`src/rtl/id_hazard_ctrl.sv`:
```
//------------------------------------------------------------------------------
// id_hazard_ctrl : load-use / multi-cycle / mispredict stall-flush sequencer
// Optional macro HAZARD_PERF_EN adds saturating stall/flush performance counters.
// Revision: 1.0
//------------------------------------------------------------------------------
`default_nettype none

module id_hazard_ctrl #(
    parameter int LOAD_LATENCY = 1,
    parameter bit REG0_ZERO    = 1'b1
) (
    input  logic        Clk,
    input  logic        reset,
    input  logic        id_valid,
    input  logic [4:0]  id_rs1,
    input  logic [4:0]  id_rs2,
    input  logic        id_uses_rs1,
    input  logic        id_uses_rs2,
    input  logic        ex_valid,
    input  logic [4:0]  ex_rds,
    input  logic        ex_mem_read,
    input  logic        ex_mispredict,
    input  logic        ex_mc_start,
    input  logic        ex_mc_done,
    output logic        pc_stall,
    output logic        ifid_stall,
    output logic        ifid_flush,
    output logic        idex_stall,
    output logic        idex_flush,
    output logic [1:0]  hz_state,
    output logic [31:0] stall_cycles,
    output logic [31:0] flush_events
);

    typedef enum logic [1:0] {
        RUN      = 2'd0,
        LU_STALL = 2'd1,
        MC_WAIT  = 2'd2,
        UNUSED   = 2'd3
    } state_e;

    localparam logic [2:0] LU_RELOAD = 3'(LOAD_LATENCY - 1);

    state_e     state_q, state_d;
    logic [2:0] cnt_q, cnt_d;
    logic       w_lu_hit, w_mp, w_rd_ok;
    logic       w_front_stall, w_ifid_flush, w_idex_stall, w_idex_flush;

    assign w_rd_ok  = REG0_ZERO ? (ex_rds != 5'd0) : 1'b1;
    assign w_lu_hit = ex_valid & ex_mem_read & id_valid & w_rd_ok &
                      ((id_uses_rs1 & (id_rs1 == ex_rds)) |
                       (id_uses_rs2 & (id_rs2 == ex_rds)));
    assign w_mp     = ex_valid & ex_mispredict;

    always_comb begin
        state_d       = state_q;
        cnt_d         = cnt_q;
        w_front_stall = 1'b0;
        w_ifid_flush  = 1'b0;
        w_idex_stall  = 1'b0;
        w_idex_flush  = 1'b0;
        case (state_q)
            RUN: begin
                if (w_mp) begin
                    w_ifid_flush = 1'b1;
                    w_idex_flush = 1'b1;
                    cnt_d        = 3'd0;
                end else if (ex_mc_start) begin
                    w_front_stall = 1'b1;
                    w_idex_stall  = 1'b1;
                    state_d       = MC_WAIT;
                end else if (w_lu_hit) begin
                    w_front_stall = 1'b1;
                    w_idex_flush  = 1'b1;
                    if (LOAD_LATENCY > 1) begin
                        state_d = LU_STALL;
                        cnt_d   = LU_RELOAD;
                    end
                end
            end
            LU_STALL: begin
                if (w_mp) begin
                    w_ifid_flush = 1'b1;
                    w_idex_flush = 1'b1;
                    cnt_d        = 3'd0;
                    state_d      = RUN;
                end else if (ex_mc_start) begin
                    w_front_stall = 1'b1;
                    w_idex_stall  = 1'b1;
                    cnt_d         = 3'd0;
                    state_d       = MC_WAIT;
                end else begin
                    // Load-use is not re-checked here: the bubble count was fixed on entry.
                    w_front_stall = 1'b1;
                    w_idex_flush  = 1'b1;
                    cnt_d         = cnt_q - 3'd1;
                    if (cnt_q == 3'd1) begin
                        state_d = RUN;
                    end
                end
            end
            MC_WAIT: begin
                w_front_stall = 1'b1;
                w_idex_stall  = 1'b1;
                if (ex_mc_done) begin
                    state_d = RUN;
                end
            end
            default: begin
                state_d = RUN;
                cnt_d   = 3'd0;
            end
        endcase
    end

    always_ff @(posedge Clk) begin
        if (reset) begin
            state_q <= RUN;
            cnt_q   <= 3'd0;
        end else begin
            state_q <= state_d;
            cnt_q   <= cnt_d;
        end
    end

    assign pc_stall   = ~reset & w_front_stall;
    assign ifid_stall = ~reset & w_front_stall;
    assign ifid_flush = ~reset & w_ifid_flush;
    assign idex_stall = ~reset & w_idex_stall;
    assign idex_flush = ~reset & w_idex_flush;
    assign hz_state   = state_q;

`ifdef HAZARD_PERF_EN
    logic [31:0] stall_cnt_q, flush_cnt_q;

    always_ff @(posedge Clk) begin
        if (reset) begin
            stall_cnt_q <= 32'd0;
            flush_cnt_q <= 32'd0;
        end else begin
            if (pc_stall && (stall_cnt_q != 32'hFFFF_FFFF)) begin
                stall_cnt_q <= stall_cnt_q + 32'd1;
            end
            if (ifid_flush && (flush_cnt_q != 32'hFFFF_FFFF)) begin
                flush_cnt_q <= flush_cnt_q + 32'd1;
            end
        end
    end

    assign stall_cycles = stall_cnt_q;
    assign flush_events = flush_cnt_q;
`else
    assign stall_cycles = 32'd0;
    assign flush_events = 32'd0;
`endif

endmodule

`default_nettype wire

```
`config.mk`:
```
export PLATFORM = sky130hd
export DESIGN_NAME = id_hazard_ctrl
export DESIGN_NICKNAME = d
export VERILOG_FILES = /design/src/rtl/id_hazard_ctrl.sv
export SDC_FILE = /design/constraint.sdc
export NUM_CORES = 1
export LEC_CHECK = 0
export ABC_AREA = 1
export BUFFER_PORTS_ARGS = -buffer_cell sky130_fd_sc_hd__buf_2
export CAP_MARGIN = 20
export CORE_UTILIZATION = 37
export CTS_BUF_LIST = sky130_fd_sc_hd__clkbuf_2
export CTS_CLUSTER_DIAMETER = 200
export DETAILED_ROUTE_END_ITERATION = 16
export GPL_ROUTABILITY_DRIVEN = 0
export GPL_TIMING_DRIVEN = 1
export PLACE_DENSITY = 0.93
export SYNTH_ARGS = -nofsm -noshare
export SYNTH_HDL_FRONTEND = slang
export SYNTH_SLANG_ARGS = --single-unit
```
`constraint.sdc`:
```
create_clock -name Clk -period 2.1 [get_ports Clk]
set_input_delay 0.42 -clock Clk [delete_from_list [all_inputs] [get_ports Clk]]
set_output_delay 0.42 -clock Clk [all_outputs]
set_load 0.02 [all_outputs]
```
==> flow_summary.toml <==
[worst_setup_path]
cp_top_family = "simple AND/OR/NAND/NOR gates"
crit_required_ns = 1.68
cp-end-kind = "output pin"
startpoint_type = "input port"
crit_end = "pc_stall"
cpMostUsedCell = "nand2_1"
r2r-end = "hz_state[1]"
cp_slowest_cell = "buf_2"
startpoint = "ex_rds[3]"
cp.arrival_ns = 1.25
path_max_fanout = 3
crit_chain = "buf_2 > inv_2 > nand2_1 > nand2_1 > nor2_1 > nand3_1 > nand2_1 > nand3_1 > nand2_1 > buf_2"
path_depth = 10
path_buf_inv = 3
worstSetupPathType = "input port to output pin"
cpPeakStageDelay_ns = 0.17
r2r_slack_ns = 1.24
reg2regPathDepth = 4
r2r_start = "hz_state[1]"

[final_layout]
final_nets = 195
diodes = 0
layout-drive-gt1-share = 0.220
layout_common_cells = "conb_1 (65), nand2_1 (32), buf_2 (30)"
syn_to_final_growth_pct = -8.72
final_common_cell = "conb_1"
largest_reg_flops = 1
final_area_um2 = 747

[min_path]
min_path_type = "flop to flop"

[die]
die_w_um = 49.0
fp.dieH_um = 49.0
start_util = 0.405
design.core.area_um2 = 2020
die-area_um2 = 2400
pin_count = 96
fp-row-count = 16

[yosys]
ys_types = 13
syn_area_um2 = 818
synth_area_leaders = "buf_4 (61%), nand2_1 (15%), inv_1 (6.9%)"
yosysWarnings = 0
syn_inst = 140
yosysSeqAreaShare = 0.0245
synth.top_cell.area_share = 0.606
yosys.area.top_type = "buf_4"
syn_avg_cell_area_um2 = 5.84
ys_ff_latch = 1

[timing]
hold_violations = 0
setup_viol = 0
fin_setup_tns_ns = 0
finalCriticalPeriod_ns = 1.67
max_freq_mhz = 599
drv_slew = 0
period_share = 0.795
rsz0062_at_grt = "false"
finalClockSkew_ns = 0

[grt]
antenna_found_initial = 0
grt_usage = 0.0872
grt_start_max_net_pins = 5
grt_pass1_wl_mm = 1.76
grt_pass1_vias = 468
gr-total-overflow = 0

[cts]
clkSlewWorstSetupHoldPaths_ns = 0
clk_latency_ns = 0
ctsResizeCount = 0
post_cts.repair.setup_buffers = 0
ctsHoldBuffers = 0

[power]
swShare = 0.724
power.share.sequential = 0.105
p_int_w = 0.0000588
power_frac_clock = 0
powerDensity_nw_per_um2 = 286
share_comb_of_total_power = 0.895
power.leakage_nw = 0.573
net-switching-power_w = 0.000155
ir_drop_mv = 0.206

[status]
outcome = "finished clean"

[routing]
postRouteAntennaNets = 0
routed_wl_mm = 1.18
initialDrtViolationCount = 4
drc_errors = 0
wl_per_cell_um = 6.03
post_drt_via_cell_ratio = 3.30
via_count = 644
firstDrtPassIters = 3

[placement]
placed_area_um2 = 747
hpwl_mm = 1.16
portBuffers = 30

[flow_run]
drv_cap = 0
[power groups by stage]
stage / clock network, W / registers (W) / logic [W]
after floorplan: 0 / 0.0000242 / 0.000241
after global placement: 0 / 0.0000223 / 0.000188
after detailed placement: 0 / 0.0000224 / 0.000190
after CTS: 0 / 0.0000224 / 0.000190
after global routing: 0 / 0.0000229 / 0.000210
final: 0 / 0.0000224 / 0.000191
[cell usage after synthesis]
cell,count
nor2_2,2
buf_4,66
nand3_1,6
inv_2,4
a31oi_2,1
nor2_1,9
a21oi_1,1
conb_1,1
dfxtp_1,1
nand4_1,1
o21bai_1,1
nand2_1,32
inv_1,15
[kinds of logic (layout without fill, tap and decap cells)]
group           Yosys count  in the layout  share of synthesized area
buf+inv                  85             49                      0.693
simple gates             50             50                      0.248
compound gates            3              3                     0.0306
other cells               1             65                    0.00458
flops                     1              1                     0.0245
[worst min-delay path by stage]
stage / start / to / slack (ns) / depth (start not counted)
after floorplan: ex_mc_done / hz_state[1] / 0.51 / 1
after global placement: hz_state[1] / hz_state[1] / 0.47 / 1
after detailed placement: hz_state[1] / hz_state[1] / 0.48 / 1
after CTS: hz_state[1] / hz_state[1] / 0.48 / 1
after global routing: hz_state[1] / hz_state[1] / 0.53 / 1
final: hz_state[1] / hz_state[1] / 0.47 / 1
[layer usage]
metal  GRT usage  share of wire
met1      0.0894           0.34
met4           0              0
met3     0.00935           0.12
met2       0.192           0.54
met5           0              0
[cell type report]
| class | instances | area, um2 |
|---|---|---|
| inverters | 19 | 71.3 |
| multi-input cells | 118 | 472 |
| well taps | 27 | 33.8 |
| flip-flops and latches | 1 | 20.0 |
| fillers | 244 | 1270 |
| repair buffers | 30 | 150 |
[metrics by stage]
stage	instances	hold slack, ns	util	setup slack [ns]	total power (W)
global route	195	0.526	0.369	0.316	0.000233
finish	195	0.471	0.369	0.430	0.000213
floorplan	204	0.515	-	0.505	0.000266
detailed placement	195	0.478	0.369	0.421	0.000212
global placement	195	0.468	0.369	0.442	0.000210
CTS	195	0.476	0.369	0.414	0.000212
(Power assumes the default switching activity.)
